===== config.mk =====
export PLATFORM = sky130hd
export DESIGN_NAME = wb_grf
export DESIGN_NICKNAME = d
export VERILOG_FILES = /design/src/rtl/wb_grf.sv
export SDC_FILE = /design/constraint.sdc
export NUM_CORES = 2
export LEC_CHECK = 0
export ABC_AREA = 1
export CAP_MARGIN = 5
export CELL_PAD_IN_SITES_DETAIL_PLACEMENT = 0
export CELL_PAD_IN_SITES_GLOBAL_PLACEMENT = 2
export CORE_ASPECT_RATIO = 0.7
export CORE_MARGIN = 10
export CORE_UTILIZATION = 36
export CTS_CLUSTER_DIAMETER = 200
export CTS_CLUSTER_SIZE = 20
export DETAILED_ROUTE_END_ITERATION = 12
export HOLD_SLACK_MARGIN = 0.02
export PLACE_DENSITY = 0.85
export SLEW_MARGIN = 10
export SYNTH_ARGS = -nofsm -noshare
export SYNTH_HDL_FRONTEND = slang
export SYNTH_SLANG_ARGS = --single-unit

===== constraint.sdc =====
create_clock -name clk -period 3.1 [get_ports clk]
set_clock_uncertainty 0.1 [all_clocks]
set_input_delay 0.62 -clock clk [delete_from_list [all_inputs] [get_ports clk]]
set_output_delay 0.62 -clock clk [all_outputs]
set_load 0.005 [all_outputs]

===== src/rtl/wb_grf.sv =====
//==============================================================================
// Module      : wb_grf
// Description : Write-back stage and 32x32 general register file. Selects and
//               load-extends the write-back data, writes the GPR array, serves
//               two read ports with same-cycle write-through bypass, exports
//               the final write-back value and counts retired instructions.
// Revision    : 1.0 - initial release
//==============================================================================
`default_nettype none

module wb_grf #(
    parameter int          NREG     = 32,
    parameter logic [31:0] RESET_PC = 32'h0000_3000
) (
    input  logic        clk,
    input  logic        reset,
    input  logic [31:0] instr_W,
    input  logic [31:0] PC_W,
    input  logic [31:0] PC8_W,
    input  logic [31:0] D_W,
    input  logic [31:0] C_W,
    input  logic [4:0]  A3_W,
    input  logic        RegWrite_W,
    input  logic [1:0]  WDSel_W,
    input  logic [4:0]  A1_D,
    input  logic [4:0]  A2_D,
    output logic [31:0] RD1_D,
    output logic [31:0] RD2_D,
    output logic [31:0] WD_W,
    output logic [31:0] retire_cnt,
    output logic [31:0] trace_pc
);

    // Load opcodes that need sub-word extraction
    localparam logic [5:0] c_OP_LB  = 6'b100000;
    localparam logic [5:0] c_OP_LH  = 6'b100001;
    localparam logic [5:0] c_OP_LW  = 6'b100011;
    localparam logic [5:0] c_OP_LBU = 6'b100100;
    localparam logic [5:0] c_OP_LHU = 6'b100101;

    // Write-data select encodings; 2'd3 is reserved and falls back to ALU
    localparam logic [1:0] c_SEL_ALU  = 2'd0;
    localparam logic [1:0] c_SEL_MEM  = 2'd1;
    localparam logic [1:0] c_SEL_LINK = 2'd2;

    logic [5:0]  w_opcode;
    logic [7:0]  w_byte;
    logic [15:0] w_half;
    logic [31:0] w_load_data;
    logic [31:0] w_wd;
    logic        w_we;
    logic        w_unused;

    logic [31:0] r_grf [NREG];
    logic [31:0] r_retire_cnt;
    logic [31:0] r_trace_pc;

    assign w_opcode = instr_W[31:26];
    // Only the opcode field of the instruction matters here
    assign w_unused = ^instr_W[25:0];

    // Byte lane picked by the address offset; halfword ignores C_W[0]
    always_comb begin
        w_byte = D_W[7:0];
        case (C_W[1:0])
            2'd0:    w_byte = D_W[7:0];
            2'd1:    w_byte = D_W[15:8];
            2'd2:    w_byte = D_W[23:16];
            default: w_byte = D_W[31:24];
        endcase
        w_half = C_W[1] ? D_W[31:16] : D_W[15:0];
    end

    // Load extension keyed on opcode; unknown opcodes pass the raw word
    always_comb begin
        w_load_data = D_W;
        case (w_opcode)
            c_OP_LB:  w_load_data = {{24{w_byte[7]}}, w_byte};
            c_OP_LBU: w_load_data = {24'h0, w_byte};
            c_OP_LH:  w_load_data = {{16{w_half[15]}}, w_half};
            c_OP_LHU: w_load_data = {16'h0, w_half};
            c_OP_LW:  w_load_data = D_W;
            default:  w_load_data = D_W;
        endcase
    end

    // Final write-back data mux, independent of RegWrite_W
    always_comb begin
        w_wd = C_W;
        case (WDSel_W)
            c_SEL_ALU:  w_wd = C_W;
            c_SEL_MEM:  w_wd = w_load_data;
            c_SEL_LINK: w_wd = PC8_W;
            default:    w_wd = C_W;
        endcase
    end

    // Writes to $0 are dropped so entry 0 stays zero forever
    assign w_we = RegWrite_W && (A3_W != 5'd0);

    // Register array, trace PC and retire counter; reset wins over everything
    always_ff @(posedge clk) begin
        if (reset) begin
            for (int i = 0; i < NREG; i++) begin
                r_grf[i] <= '0;
            end
            r_retire_cnt <= '0;
            r_trace_pc   <= RESET_PC;
        end else begin
            if (w_we) begin
                r_grf[A3_W] <= w_wd;
                r_trace_pc  <= PC_W;
            end
            if (instr_W != 32'h0) begin
                r_retire_cnt <= r_retire_cnt + 32'd1;
            end
        end
    end

    // Read ports: $0 is hard zero, then same-cycle bypass, then array
    assign RD1_D = (A1_D == 5'd0)                     ? 32'h0 :
                   (RegWrite_W && (A3_W == A1_D))     ? w_wd  :
                                                        r_grf[A1_D];
    assign RD2_D = (A2_D == 5'd0)                     ? 32'h0 :
                   (RegWrite_W && (A3_W == A2_D))     ? w_wd  :
                                                        r_grf[A2_D];

    assign WD_W       = w_wd;
    assign retire_cnt = r_retire_cnt;
    assign trace_pc   = r_trace_pc;

endmodule

`default_nettype wire


==> out/metrics.json <==
{
  "crit_type": {"value": "primary input to output pin"},
  "area.growth.synth_to_final": {"value": 31.7, "unit": "%"},
  "drv_slew": {"value": 0},
  "synth-seq-cells": {"value": 1088},
  "globalplace.congestion": {"value": 0.958},
  "worst-path-max-fanout": {"value": 7},
  "y_dimension_of_the_die": {"value": 373, "unit": "um"},
  "clock_tree.htree_level_count": {"value": 2},
  "worst-r2r-cell-count": {"value": 11},
  "hpwlAfterDp": {"value": 213000, "unit": "um"},
  "total_wirelength_of_the_detailed_routed_design": {"value": 316000, "unit": "um"},
  "rrSetupSlack": {"value": 0.78, "unit": "ns"},
  "floorplan.initialDensity": {"value": 0.363},
  "layout_commonest_cell": {"value": "sky130_fd_sc_hd__nand2_1"},
  "synthesis.yosys.warnings": {"value": 0},
  "design.die.area": {"value": 196000, "unit": "um^2"},
  "cts.reportedPaths.clkPinSlew": {"value": 0.09, "unit": "ns"},
  "seq_area_frac_synth": {"value": 0.499},
  "globalRouteTotalUtil": {"value": 0.301},
  "cap_viol_max_count": {"value": 0},
  "leakage": {"value": 36.0, "unit": "nW"},
  "maxSlewHeadroom": {"value": 0.515},
  "min_path_type": {"value": "primary input to flip-flop"},
  "min_from": {"value": "PC_W[13]"},
  "min_to": {"value": "trace_pc[13]"},
  "data_required_time_of_the_critical_path": {"value": 2.38, "unit": "ns"},
  "insertion_delay": {"value": 0.78, "unit": "ns"},
  "fmax": {"value": 0.315, "unit": "GHz"},
  "first_pass_iters": {"value": 6},
  "gr-total-overflow": {"value": 0},
  "chip_width": {"value": 525, "unit": "um"},
  "detailroute.via_count": {"value": 65563},
  "routed_len_inst": {"value": 27.2, "unit": "um"},
  "clock_sink_count": {"value": 1088},
  "grt_pass1_wl": {"value": 439000, "unit": "um"},
  "finalSetupViolations": {"value": 9},
  "post_layout_net_count": {"value": 9398},
  "power_density": {"value": 418, "unit": "nW/um^2"},
  "hold-path-cell-count": {"value": 3},
  "netlist_area": {"value": 64200, "unit": "um^2"},
  "critical_path_data_arrival_time": {"value": 2.45, "unit": "ns"},
  "status": {"value": "finished with violations"},
  "cp-startpoint": {"value": "A1_D[0]"},
  "setup_repair_after_global_routing_missed_its_margin": {"value": "yes"},
  "filler_cell_count": {"value": 17016},
  "drive_above_1_share": {"value": 0.216},
  "ioPinCount": {"value": 340},
  "via_cell_ratio": {"value": 5.65},
  "place.port_buffers": {"value": 339},
  "failed_checks": {"value": "negative setup slack"},
  "initial_antenna_violation_count": {"value": 18},
  "reg2reg_to": {"value": "retire_cnt[30]"},
  "cts-root-buf": {"value": "sky130_fd_sc_hd__clkbuf_16"},
  "cts.hold.buffers_added": {"value": 0},
  "cp-start-kind": {"value": "primary input"},
  "tritoncts.num_buffers": {"value": 60},
  "post_synth_inst_count": {"value": 8517},
  "grt_max_degree": {"value": 59},
  "worstReg2RegStart": {"value": "retire_cnt[0]"},
  "timing.final.crit_share": {"value": 1.02},
  "period_minus_slack": {"value": 3.17, "unit": "ns"},
  "grt_pass1_vias": {"value": 60567},
  "setup.worst_path.end_class": {"value": "output pin"},
  "synth.lib_cells_used.distinct": {"value": 35},
  "utilization": {"value": 0.478},
  "worst_slack": {"value": -0.0696, "unit": "ns"},
  "placeableCoreArea": {"value": 177000, "unit": "um^2"},
  "vdd_drop_max": {"value": 0.529, "unit": "mV"},
  "tritoncts_clock_tree": {"value": "done"},
  "layout_common_cells": {"value": "2,610 x sky130_fd_sc_hd__nand2_1, 1,390 x sky130_fd_sc_hd__nand3_1, 1,067 x sky130_fd_sc_hd__nor2_1, 1,024 x sky130_fd_sc_hd__edfxtp_1, 529 x sky130_fd_sc_hd__buf_4"},
  "initial_detailed_routing_violation_count": {"value": 9508},
  "hold_viol": {"value": 0},
  "drc": {"value": 0},
  "cts_buffer_depth": {"value": 3},
  "standard_cell_row_count": {"value": 129},
  "measured_slew_at_the_worst_slew_check_pin": {"value": 0.727, "unit": "ns"},
  "postRouteAntennaNets": {"value": 0},
  "final_tns_setup": {"value": -0.420, "unit": "ns"},
  "postSynthAreaPerCell": {"value": 7.53, "unit": "um^2"}
}
[per-layer routing]
metal / vias to the layer above / share of wire / global-route usage
li1: 28975 / - / -
met1: 31621 / 0.41 / 0.426
met2: 4377 / 0.42 / 0.449
met3: 586 / 0.13 / 0.0771
met4: 4 / 0.034 / 0.0941
met5: - / 0.000092 / 0
[repair_timing]
item,CTS,global route
setup endpoints to repair,96,92
cloned,35,21
gates resized for setup,749,536
setup buffers,58,64
pin swaps,54,172
[how the worst max path moves through the flow]
stage	to	slack, ns	cells past startpoint
2_1_floorplan	r_grf[26][0]	0.14	10
3_3_place_gp	RD1_D[18]	-1.0	16
6_report	RD1_D[9]	-0.07	14
3_5_place_dp	RD2_D[18]	-0.95	16
5_1_grt	RD1_D[26]	-0.10	17
4_1_cts	RD1_D[18]	-0.14	15
[layout make-up]
class / instances / area (um^2) / area share
Sequential cell: 1088 / 32000 / 0.379
Multi-Input combinational cell: 6202 / 30000 / 0.355
Clock inverter: 4 / 61.3 / 0.000725
Antenna cell: 10 / 25.0 / 0.000296
Tap cell: 2358 / 2950 / 0.0349
Inverter: 566 / 2290 / 0.0271
Clock buffer: 73 / 1550 / 0.0183
Timing Repair inverter: 3 / 47.5 / 0.000562
Timing Repair Buffer: 1294 / 15600 / 0.184
[power breakdown]
group	switching [mW]	internal, mW	total [mW]	leakage (nW)
combinational	6.02	3.37	9.40	25.0
clock	5.24	3.53	8.78	0.783
sequential	0.349	16.8	17.2	10.3
[state kept, by name, summed over array words and instances, names as in the netlist]
name / flops
r_grf: 1024
retire_cnt: 32
trace_pc: 32
[logic make-up (layout without fill, tap and decap cells)]
family,count (synthesis),after routing,share of synthesized area
buf+inv,1258,1940,0.0852
xor+xnor,23,23,0.00314
flops,1088,1088,0.499
simple gates,5916,5916,0.393
other cells,1,42,0.0000584
compound gates,228,228,0.0186
fa+ha+maj,3,3,0.000585
[synth_stat cells (all sizes together)]
master,instances,area [um^2]
nor2,1247,5090
nor4,2,12.5
nand2b,2,12.5
and3b,1,8.76
buf,437,2380
clkinv,4,15.0
nand2,2783,10600
xnor2,7,61.3
o22ai,2,12.5
inv,562,2110
dfxtp,64,1280
o211ai,18,135
ha,3,37.5
o21ai,67,335
nor3,33,170
o2111ai,1,8.76
edfxtp,1024,30700
nand3,1767,8840
a21oi,140,701
nand3b,6,57.6
nand4,11,68.8
xor2,16,140
clkbuf,255,957
or2,64,400
conb,1,3.75
[stage by stage]
stage / setup slack, ns / instances / area (um^2) / hold slack, ns / power (mW)
3_5_place_dp: -0.952 / 11347 / 76700 / 0.363 / 25.6
3_3_place_gp: -0.999 / 11347 / 76700 / 0.355 / 25.6
4_1_cts: -0.142 / 11517 / 81800 / 0.273 / 34.7
5_1_grt: -0.105 / 11592 / 84500 / 0.316 / 36.4
6_report: -0.0696 / 11598 / 84500 / 0.314 / 35.3
2_1_floorplan: 0.138 / 8548 / 64300 / 0.366 / 21.3
[worst max-delay path, stage by stage]
cell and delay [ns]:
sky130_fd_sc_hd__buf_16 0.17, sky130_fd_sc_hd__buf_16 0.18, sky130_fd_sc_hd__buf_16 0.17, sky130_fd_sc_hd__buf_12 0.15
sky130_fd_sc_hd__buf_6 0.15, sky130_fd_sc_hd__nand2_1 0.06, sky130_fd_sc_hd__nand3_1 0.09, sky130_fd_sc_hd__nand3_2 0.11
sky130_fd_sc_hd__nand3_4 0.14, sky130_fd_sc_hd__nand3_2 0.13, sky130_fd_sc_hd__nand3_2 0.13, sky130_fd_sc_hd__nand2_2 0.06
sky130_fd_sc_hd__nor2_1 0.10, sky130_fd_sc_hd__buf_2 0.12
Power figures use the tool's default switching activity.
